===== src/rtl/imm_gen_pkg.sv =====
// Shared definitions for the immediate-generator pipeline.
// Holds the format codes, the RV opcode constants that select a format,
// and the sign-extension helper used to build every immediate.
package imm_gen_pkg;

  typedef enum logic [2:0] {
    FMT_R   = 3'd0,
    FMT_I   = 3'd1,
    FMT_S   = 3'd2,
    FMT_B   = 3'd3,
    FMT_U   = 3'd4,
    FMT_J   = 3'd5,
    FMT_SH  = 3'd6,
    FMT_ILL = 3'd7
  } fmt_e;

  localparam logic [6:0] OPC_OP_IMM = 7'b0010011;
  localparam logic [6:0] OPC_LOAD   = 7'b0000011;
  localparam logic [6:0] OPC_JALR   = 7'b1100111;
  localparam logic [6:0] OPC_SYSTEM = 7'b1110011;
  localparam logic [6:0] OPC_STORE  = 7'b0100011;
  localparam logic [6:0] OPC_BRANCH = 7'b1100011;
  localparam logic [6:0] OPC_LUI    = 7'b0110111;
  localparam logic [6:0] OPC_AUIPC  = 7'b0010111;
  localparam logic [6:0] OPC_JAL    = 7'b1101111;
  localparam logic [6:0] OPC_OP     = 7'b0110011;

  // Sign-extend the low nbits of val to 64 bits (nbits in 1..32).
  // Left-align the field, then arithmetic-shift it back down.
  function automatic logic [63:0] sext(input logic [31:0] val, input logic [5:0] nbits);
    logic signed [63:0] t;
    logic [6:0]         sh;
    sh = 7'd64 - {1'b0, nbits};
    t  = {32'd0, val} << sh;
    t  = t >>> sh;
    return t;
  endfunction

endpackage


===== src/rtl/imm_gen_pipe_skid.sv =====
// Two-entry skid buffer (main + skid register) with a registered ready.
// Ports:
//   clk, rst_n          clock, asynchronous active-low reset
//   i_valid/o_ready/i_data   upstream handshake and payload
//   o_valid/i_ready/o_data   downstream handshake and payload (main entry)
// o_ready is 0 exactly while the skid entry holds data.
module skid_buffer #(
  parameter int W = 67
) (
  input  logic         clk,
  input  logic         rst_n,
  input  logic         i_valid,
  output logic         o_ready,
  input  logic [W-1:0] i_data,
  output logic         o_valid,
  input  logic         i_ready,
  output logic [W-1:0] o_data
);

  logic         r_main_vld, r_skid_vld, r_ready;
  logic [W-1:0] r_main_data, r_skid_data;

  logic         w_accept, w_deliver;
  logic         w_main_vld_nxt, w_skid_vld_nxt;
  logic [W-1:0] w_main_data_nxt, w_skid_data_nxt;

  assign w_accept  = i_valid & r_ready;
  assign w_deliver = r_main_vld & i_ready;

  always_comb begin
    w_main_vld_nxt  = r_main_vld;
    w_main_data_nxt = r_main_data;
    w_skid_vld_nxt  = r_skid_vld;
    w_skid_data_nxt = r_skid_data;
    if (w_deliver) begin
      // A full skid implies r_ready=0, so no accept can coincide here.
      if (r_skid_vld) begin
        w_main_data_nxt = r_skid_data;
        w_skid_vld_nxt  = 1'b0;
      end else begin
        w_main_vld_nxt = w_accept;
        if (w_accept) w_main_data_nxt = i_data;
      end
    end else if (w_accept) begin
      if (r_main_vld) begin
        w_skid_vld_nxt  = 1'b1;
        w_skid_data_nxt = i_data;
      end else begin
        w_main_vld_nxt  = 1'b1;
        w_main_data_nxt = i_data;
      end
    end
  end

  always_ff @(posedge clk or negedge rst_n) begin
    if (!rst_n) begin
      r_main_vld  <= 1'b0;
      r_skid_vld  <= 1'b0;
      r_ready     <= 1'b1;
      r_main_data <= '0;
      r_skid_data <= '0;
    end else begin
      r_main_vld  <= w_main_vld_nxt;
      r_skid_vld  <= w_skid_vld_nxt;
      r_ready     <= ~w_skid_vld_nxt;
      r_main_data <= w_main_data_nxt;
      r_skid_data <= w_skid_data_nxt;
    end
  end

  assign o_ready = r_ready;
  assign o_valid = r_main_vld;
  assign o_data  = r_main_data;

endmodule


===== src/rtl/imm_gen_pipe.sv =====
// RISC-V immediate generator: combinational decode of format and immediate,
// followed by a 2-entry skid buffer; one-cycle latency, full throughput.
// Ports:
//   clk, rst_n                       clock, asynchronous active-low reset
//   in_valid/in_ready/in_instr       instruction input handshake
//   out_valid/out_ready              result handshake
//   out_imm[XLEN]/out_fmt[3]/out_instr[32]   decoded result + pass-through
//   illegal_cnt[CNT_W]               saturating count of accepted ILL opcodes
module imm_gen_pipe
  import imm_gen_pkg::*;
#(
  parameter int XLEN  = 32,
  parameter int CNT_W = 16
) (
  input  logic             clk,
  input  logic             rst_n,
  input  logic             in_valid,
  output logic             in_ready,
  input  logic [31:0]      in_instr,
  output logic             out_valid,
  input  logic             out_ready,
  output logic [XLEN-1:0]  out_imm,
  output logic [2:0]       out_fmt,
  output logic [31:0]      out_instr,
  output logic [CNT_W-1:0] illegal_cnt
);

  localparam int PW = XLEN + 3 + 32;

  fmt_e            w_fmt;
  logic [XLEN-1:0] w_imm;
  logic [PW-1:0]   w_out_data;
  logic            w_accept;
  logic [CNT_W-1:0] r_ill_cnt;

  always_comb begin
    w_fmt = FMT_ILL;
    unique case (in_instr[6:0])
      OPC_OP_IMM: w_fmt = (in_instr[13:12] == 2'b01) ? FMT_SH : FMT_I; // funct3 001/101
      OPC_LOAD, OPC_JALR, OPC_SYSTEM: w_fmt = FMT_I;
      OPC_STORE:          w_fmt = FMT_S;
      OPC_BRANCH:         w_fmt = FMT_B;
      OPC_LUI, OPC_AUIPC: w_fmt = FMT_U;
      OPC_JAL:            w_fmt = FMT_J;
      OPC_OP:             w_fmt = FMT_R;
      default:            w_fmt = FMT_ILL;
    endcase
  end

  always_comb begin
    w_imm = '0;
    case (w_fmt)
      FMT_I: w_imm = XLEN'(sext({20'd0, in_instr[31:20]}, 6'd12));
      FMT_S: w_imm = XLEN'(sext({20'd0, in_instr[31:25], in_instr[11:7]}, 6'd12));
      FMT_B: w_imm = XLEN'(sext({19'd0, in_instr[31], in_instr[7], in_instr[30:25],
                                 in_instr[11:8], 1'b0}, 6'd13));
      FMT_U: w_imm = XLEN'(sext({in_instr[31:12], 12'd0}, 6'd32));
      FMT_J: w_imm = XLEN'(sext({11'd0, in_instr[31], in_instr[19:12], in_instr[20],
                                 in_instr[30:21], 1'b0}, 6'd21));
      FMT_SH: begin
        // RV64 shift amounts carry a sixth bit in instr[25].
        if (XLEN == 64) w_imm = XLEN'(in_instr[25:20]);
        else            w_imm = XLEN'(in_instr[24:20]);
      end
      default: w_imm = '0;
    endcase
  end

  skid_buffer #(.W(PW)) u_skid (
    .clk     (clk),
    .rst_n   (rst_n),
    .i_valid (in_valid),
    .o_ready (in_ready),
    .i_data  ({w_imm, w_fmt, in_instr}),
    .o_valid (out_valid),
    .i_ready (out_ready),
    .o_data  (w_out_data)
  );

  assign out_imm   = w_out_data[PW-1 -: XLEN];
  assign out_fmt   = w_out_data[34:32];
  assign out_instr = w_out_data[31:0];

  // Counted at acceptance so the figure is independent of downstream stalls.
  assign w_accept = in_valid & in_ready;

  always_ff @(posedge clk or negedge rst_n) begin
    if (!rst_n) begin
      r_ill_cnt <= '0;
    end else if (w_accept && (w_fmt == FMT_ILL) && (r_ill_cnt != {CNT_W{1'b1}})) begin
      r_ill_cnt <= r_ill_cnt + 1'b1;
    end
  end

  assign illegal_cnt = r_ill_cnt;

endmodule


===== config.mk =====
export PLATFORM = sky130hd
export DESIGN_NAME = imm_gen_pipe
export DESIGN_NICKNAME = d
export VERILOG_FILES = /design/src/rtl/imm_gen_pkg.sv /design/src/rtl/imm_gen_pipe_skid.sv /design/src/rtl/imm_gen_pipe.sv
export SDC_FILE = /design/constraint.sdc
export NUM_CORES = 1
export LEC_CHECK = 0
export ABC_CLOCK_PERIOD_IN_PS = 5120
export BUFFER_PORTS_ARGS = -buffer_cell sky130_fd_sc_hd__buf_2
export CORE_ASPECT_RATIO = 0.9
export CORE_MARGIN = 5
export CORE_UTILIZATION = 50
export DETAILED_ROUTE_END_ITERATION = 6
export PLACE_DENSITY = 0.83
export SLEW_MARGIN = 15
export SYNTH_ARGS = -nofsm -noshare
export SYNTH_HDL_FRONTEND = slang
export SYNTH_SLANG_ARGS = --single-unit

===== constraint.sdc =====
create_clock -name clk -period 5.12 [get_ports clk]
set_input_delay 0.256 -clock clk [delete_from_list [all_inputs] [get_ports clk]]
set_output_delay 0.256 -clock clk [all_outputs]
set_load 0.01 [all_outputs]

# Word-level counts from Yosys, hierarchy flattened
# Index checks and enable logic that the tools add are counted.
# word_totals
regBits,153
inputBits,36
output_inout_bits,85
wordCells,55
# classes
addsub,1
n_eq_ne,21
n_mux,14
bitwise,4
reduce_logical,9
# ops
cell,n
2-to-1 mux 67 bit,5
one-hot mux 32 bit (6 select lines),1
equality test 7 bit (second input constant),4
equality test 7 x 6 -> 1 bit (second input constant),3
one-hot mux 3 bit (7 select lines),1
adder 16 x 1 -> 16 bit (second input constant),1
inequality test 16 bit (second input constant),1
equality test 7 x 5 -> 1 bit (second input constant),2
equality test 3 bit (second input constant),4
equality test 7 x 2 -> 1 bit (second input constant),1
equality test 3 x 2 -> 1 bit (second input constant),2
2-to-1 mux 1 bit,6
AND reduction 3 bit,2
inequality test 2 bit (second input constant),2
nonzero test 2 bit,2
equality test 3 x 1 -> 1 bit (second input constant),1
2-to-1 mux 3 bit,1
OR reduction 3 bit,1
AND 1 bit,2
equality test 2 x 1 -> 1 bit (second input constant),1
logical AND 1 bit,2
NOT 1 bit,2
AND reduction 2 bit,1
OR reduction 2 bit,1

# Depth between registers and ports, before layout
# depth
ltp_word,8
ltp_mapped,8
ltp_nobuf,7

# Cells and area by module
# From an unflattened synthesis, not the netlist that was laid out.
# hier_totals
cells_unflattened,699
area_unflattened_um2,7773.7
# by_module_without_submodules
mod,instances,cells_per_inst,area_per_inst_um2,seq_area_each_um2
skid_buffer,1,529,6328.6,3429.5
imm_gen_pipe,1,170,1445.1,400.4

# Worst setup path before layout
# Ideal clock, no wire load.
# synth_timing
path_kind,input -> register
start,in in_instr[5]
end,"reg u_skid.r_main_data[47], in the netlist u_skid.o_data[47]"
setup_ns,0.149
arrival_time_ns,1.728
slack_ns,3.243
path_stages,7
path_buffers,2
cell_sequence,buf_2 -> and3b_1 -> a21o_1 -> and3_1 -> clkbuf_1 -> nor3_1 -> o31ai_1
# synth_via
elab_chain_cells,8
word_cells_on_any_way,25
cone_classes,eq/ne: 16; mux: 7; reduce/logical: 2
# synth_rtl
element,line,text
start: declaration,imm_gen_pipe.sv:19,"input logic [31:0] in_instr,"
"equality test 7 x 2 -> 1 bit, or another cell as far along",imm_gen_pipe.sv:38,unique case (in_instr[6:0])
OR reduction 3 bit or OR reduction 2 bit (tied branches),imm_gen_pipe.sv:38,
one-hot mux 3 bit (7 select lines) *,imm_gen_pipe.sv:38,
"equality test 3 bit, or another cell as far along",imm_gen_pipe.sv:52,case (w_fmt)
one-hot mux 32 bit (6 select lines) *,imm_gen_pipe.sv:52,
"2-to-1 mux 67 bit, on equally long branches","imm_gen_pipe_skid.sv:45, imm_gen_pipe_skid.sv:42",
"2-to-1 mux 67 bit, on equally long branches","imm_gen_pipe_skid.sv:44, imm_gen_pipe_skid.sv:37",
2-to-1 mux 67 bit *,imm_gen_pipe_skid.sv:35,if (w_deliver) begin
end signal: assignment,imm_gen_pipe_skid.sv:66,r_main_data <= w_main_data_nxt;
end: declaration,imm_gen_pipe_skid.sv:21,"logic [W-1:0] r_main_data, r_skid_data;"
# Every way passes the cells marked *; elsewhere a longest branch is shown, timed or not. The select of a mux whose other input is x is not followed.
# A chain may end at the register's enable or synchronous reset.

# Final worst setup path
# layout_timing
start,"reg u_skid.r_ready, in the netlist u_skid.o_ready"
end,"reg u_skid.r_main_data[57], in the netlist u_skid.o_data[57]"
# layout_via
elab_chain_cells,3
word_cells_on_any_way,4
cone_classes,bitwise: 1; reduce/logical: 3
# layout_rtl
element,line,text
start: declaration,imm_gen_pipe_skid.sv:20,"logic r_main_vld, r_skid_vld, r_ready;"
start signal: assignment,imm_gen_pipe_skid.sv:65,r_ready <= ~w_skid_vld_nxt;
AND 1 bit *,imm_gen_pipe_skid.sv:27,assign w_accept = i_valid & r_ready;
nonzero test 2 bit (no source line),-,
AND reduction 3 bit (no source line) *,-,
# Every way passes the cells marked *; elsewhere a longest branch is shown, timed or not.

==> reports/metrics.sh <==
OUTCOME='completed'
CRITICAL_PATH.REG2REG.STARTPOINT='u_skid.o_ready$_DFF_PN1_'
FIRST_PASS_ITERS=6
IR_DROP_mV=0.273
SYNTHTOLAYOUTAREAGROWTH_PCT=19.7
CLOCK_PATH_BUFFERS=2
TRITONCTS='done'
SYNTH.YOSYS.SEQ_AREA_SHARE=0.577
SETUP-TNS-FINAL_NS=0
DRT_ITER0_DRC=505
CP_NUM_CELLS=5
REPORT.FINAL.HOLD_VIOL_COUNT=0
WORST_CLOCK_SKEW_NS=0.00619
ANTENNA_FOUND_INITIAL=0
HIGHEST-SIGNAL-LAYER='met4'
DIE_HEIGHT_UM=119
FINAL_LAYOUT_SIZE_SUFFIX_GT1_FRAC=0.198
WL_MET3_UM=1340
CTS.REPAIR.RESIZED=0
NUMBER_OF_FLOPS_MAPPED_TO_ENABLE_CELLS_BY_YOSYS=0
SEQCELLAREA_MM2=0.00383
ANTENNA_CELLS=0
CP_CELL_SEQUENCE='nand2_1 > a21oi_4 > nand2_1 > nor2_1 > a21oi_1'
SETUP_VIOL=0
DR_WL_MET2_UM=7920
START_UTIL=0.504
DRC_ERRORS=0
NFILLCELLS=1098
GRT_PASS1_WL_UM=28400
CRITICAL_PATH_PEAK_FANOUT=36
IO_PINS=121
SYNTHESIS.AREA_PER_INSTANCE_UM2=9.08
FINALCRITICALPERIOD_NS=2.90
SYN-CELL-AREA_MM2=0.00663
FIRST_GLOBAL_VIAS=5465
FP.DIEAREA_MM2=0.0157
CRITICAL_PATH.ENDPOINT='u_skid.o_data[57]$_DFFE_PN0P_'
CLK_PIN_SLEW_WORST_PATHS_NS=0.06
CP-END-KIND='flop'
WORST-SLEW-PIN-TRANSITION_NS=1.04
FINAL-MAX-SLEW-VIOLATION-COUNT=0
SYN-INSTANCE-COUNT=731
WORST_PATH_MAX_DELAY_CELL='sky130_fd_sc_hd__a21oi_4'
POST_DRT_VIA_CELL_RATIO=5.65
SYNTH-MAIN-FF-CELL='sky130_fd_sc_hd__dfrtp_1'
TIMING.HOLD.WORST.CLASS='input port to flop'
FP.COREAREA_MM2=0.0132
FIN_CRIT_SH=0.567
CTS.SINK_COUNT=153
FINAL_NET_COUNT=868
GR-TOTAL-OVERFLOW=0
CRITPATHKIND='flop to flop'
POWER.DENSITY_CELL_AREA_mW_PER_MM2=607
ASYNC_FLOP_SHARE=1.00
MOSTFREQUENTLAYOUTCELL='sky130_fd_sc_hd__nand2_1'
TIMING.RR.END='u_skid.o_data[57]$_DFFE_PN0P_'
CTS-ROOT-BUF='sky130_fd_sc_hd__clkbuf_16'
FINAL_CORE_UTILIZATION=0.603
CTS.HTREE.LEVELS=4
TIMING.MAX_CAP.VIOLATIONS=0
RSZ0062_AT_GRT='no'
MULTI_INPUT_COMB_AREA_MM2=0.00264
CRITPATHBUFINV=0
PLACE_CONGESTION=0.809
NUM_ROWS=40
GRT_USE_TOTAL=0.222
TIMING.CRITICAL_PATH.MODE_CELL='sky130_fd_sc_hd__nand2_1'
TIMING.SLEW.HEADROOM=0.303
TIMING.CRITICAL_PATH.FROM_TYPE='flop'
REG2REG_SLACK_NS=2.22
DIE_W_UM=131
CLK-INSERTION-DELAY-LATE_NS=0.42
FMAX_MHz=345
YS_SEQ_ELEMENTS=153
CTS_SETUP_BUFFERS=0
CRITPATHTOPFAMILY='simple AND/OR/NAND/NOR gates'
DETAIL-ROUTE-ANTENNA-NETS=0
FINAL_CELL_MIX='sky130_fd_sc_hd__nand2_1, sky130_fd_sc_hd__dfrtp_1, sky130_fd_sc_hd__buf_2'
CP_DATA_ARRIVAL_TIME_NS=3.16
YOSYS_WARNINGS=0
R2R_CELL_COUNT=5
DRT-WIRELENGTH-PER-CELL_UM=16.9
CRIT_START='u_skid.o_ready$_DFF_PN1_'
DPL.HPWL_UM=11200
VIA_COUNT=5703
DRT_WL_TOTAL_UM=17000
LEAKAGE_POWER_nW=3.76
DETAIL_ROUTE.WIRELENGTH.MET1_UM=7410
CPPEAKSTAGEDELAY_NS=0.78
PIN_COUNT_OF_THE_BIGGEST_NET_ENTERING_GLOBAL_ROUTING=106
PLACEMENT.IO_BUFFERS=120
NETLIST-CELL-TYPE-COUNT=44
SYNTH_FP_NETS=768
NUMCTSBUFFERS=17
CP_DATA_REQUIRED_TIME_NS=5.38
-- repair_timing --
item                                    CTS  global route
endpoints found under the setup margin    0             0
hold buffers                              1             0
endpoints found under the hold margin     2             0
-- metrics by stage --
| stage | hold WS, ns | instances | total power [mW] | worst slack (ns) | cell area, um^2 |
|---|---|---|---|---|---|
| 6_report | 0.0782 | 1010 | 4.82 | 2.22 | 7940 |
| 5_1_grt | 0.0825 | 1010 | 5.16 | 2.02 | 7940 |
| 4_1_cts | 0.0658 | 1010 | 4.85 | 2.24 | 7940 |
| 3_5_place_dp | 0.446 | 979 | 3.61 | 2.30 | 7350 |
| 3_3_place_gp | 0.441 | 979 | 3.53 | 2.44 | 7350 |
| 2_1_floorplan | -0.0396 | 731 | 3.00 | 3.24 | 6630 |
-- final cells by class --
cell class / count / share of cell area
clock buffer: 22 / 0.0610
clock inverter: 8 / 0.0120
inverter: 5 / 0.00236
multi-input combinational: 527 / 0.332
sequential: 153 / 0.482
tap: 168 / 0.0265
timing repair buffer: 127 / 0.0834
-- report_power, final --
part,switching [mW],internal [mW]
clock network,0.474,0.760
registers,0.313,1.74
logic,0.939,0.590
-- worst min-delay path: stages --
cell,delay [ns]
sky130_fd_sc_hd__buf_2,0.12
sky130_fd_sc_hd__nand2_1,0.05
sky130_fd_sc_hd__nand2_1,0.05
-- sequential cells by signal (all words and copies together), names as in the netlist --
register            cells
u_skid.o_valid          1
u_skid.o_data          67
u_skid.o_ready          1
u_skid.r_skid_vld       1
illegal_cnt            16
u_skid.r_skid_data     67
-- metal layers --
metal / vias up / global-route usage
li1: 2696 / -
met1: 2730 / 0.303
met3: 32 / 0.0693
met5: - / 0
met4: 0 / 0.0829
met2: 245 / 0.337
-- synth_stat cells, drive strengths merged (11+ instances only) --
master	number	share of area
nand2	210	0.12
dfrtp	152	0.57
nor2	78	0.045
a21oi	45	0.034
a31oi	44	0.041
clkbuf	41	0.023
o21ai	31	0.023
nand3	15	0.011
o22ai	13	0.012
xnor2	13	0.017
nor3	11	0.0083
-- worst min-delay path by stage --
stage,from,endpoint,cells after the start
2_1_floorplan,rst_n,illegal_cnt[0]$_DFFE_PN0P_,0
3_3_place_gp,rst_n,u_skid.o_data[23]$_DFFE_PN0P_,1
3_5_place_dp,rst_n,u_skid.o_data[23]$_DFFE_PN0P_,1
4_1_cts,in_instr[17],u_skid.r_skid_data[17]$_DFFE_PN0P_,3
5_1_grt,in_instr[31],u_skid.r_skid_data[31]$_DFFE_PN0P_,3
6_report,in_instr[19],u_skid.r_skid_data[19]$_DFFE_PN0P_,3
-- kinds of logic after synthesis --
group / after synthesis / share of synthesized area
mux: 2 / 0.00321
flops: 153 / 0.577
buf+inv: 51 / 0.0302
simple gates: 347 / 0.221
fa+ha+maj: 1 / 0.00189
xor+xnor: 14 / 0.0185
compound gates: 163 / 0.148
Note: power is estimated with default switching activity, not from simulation.
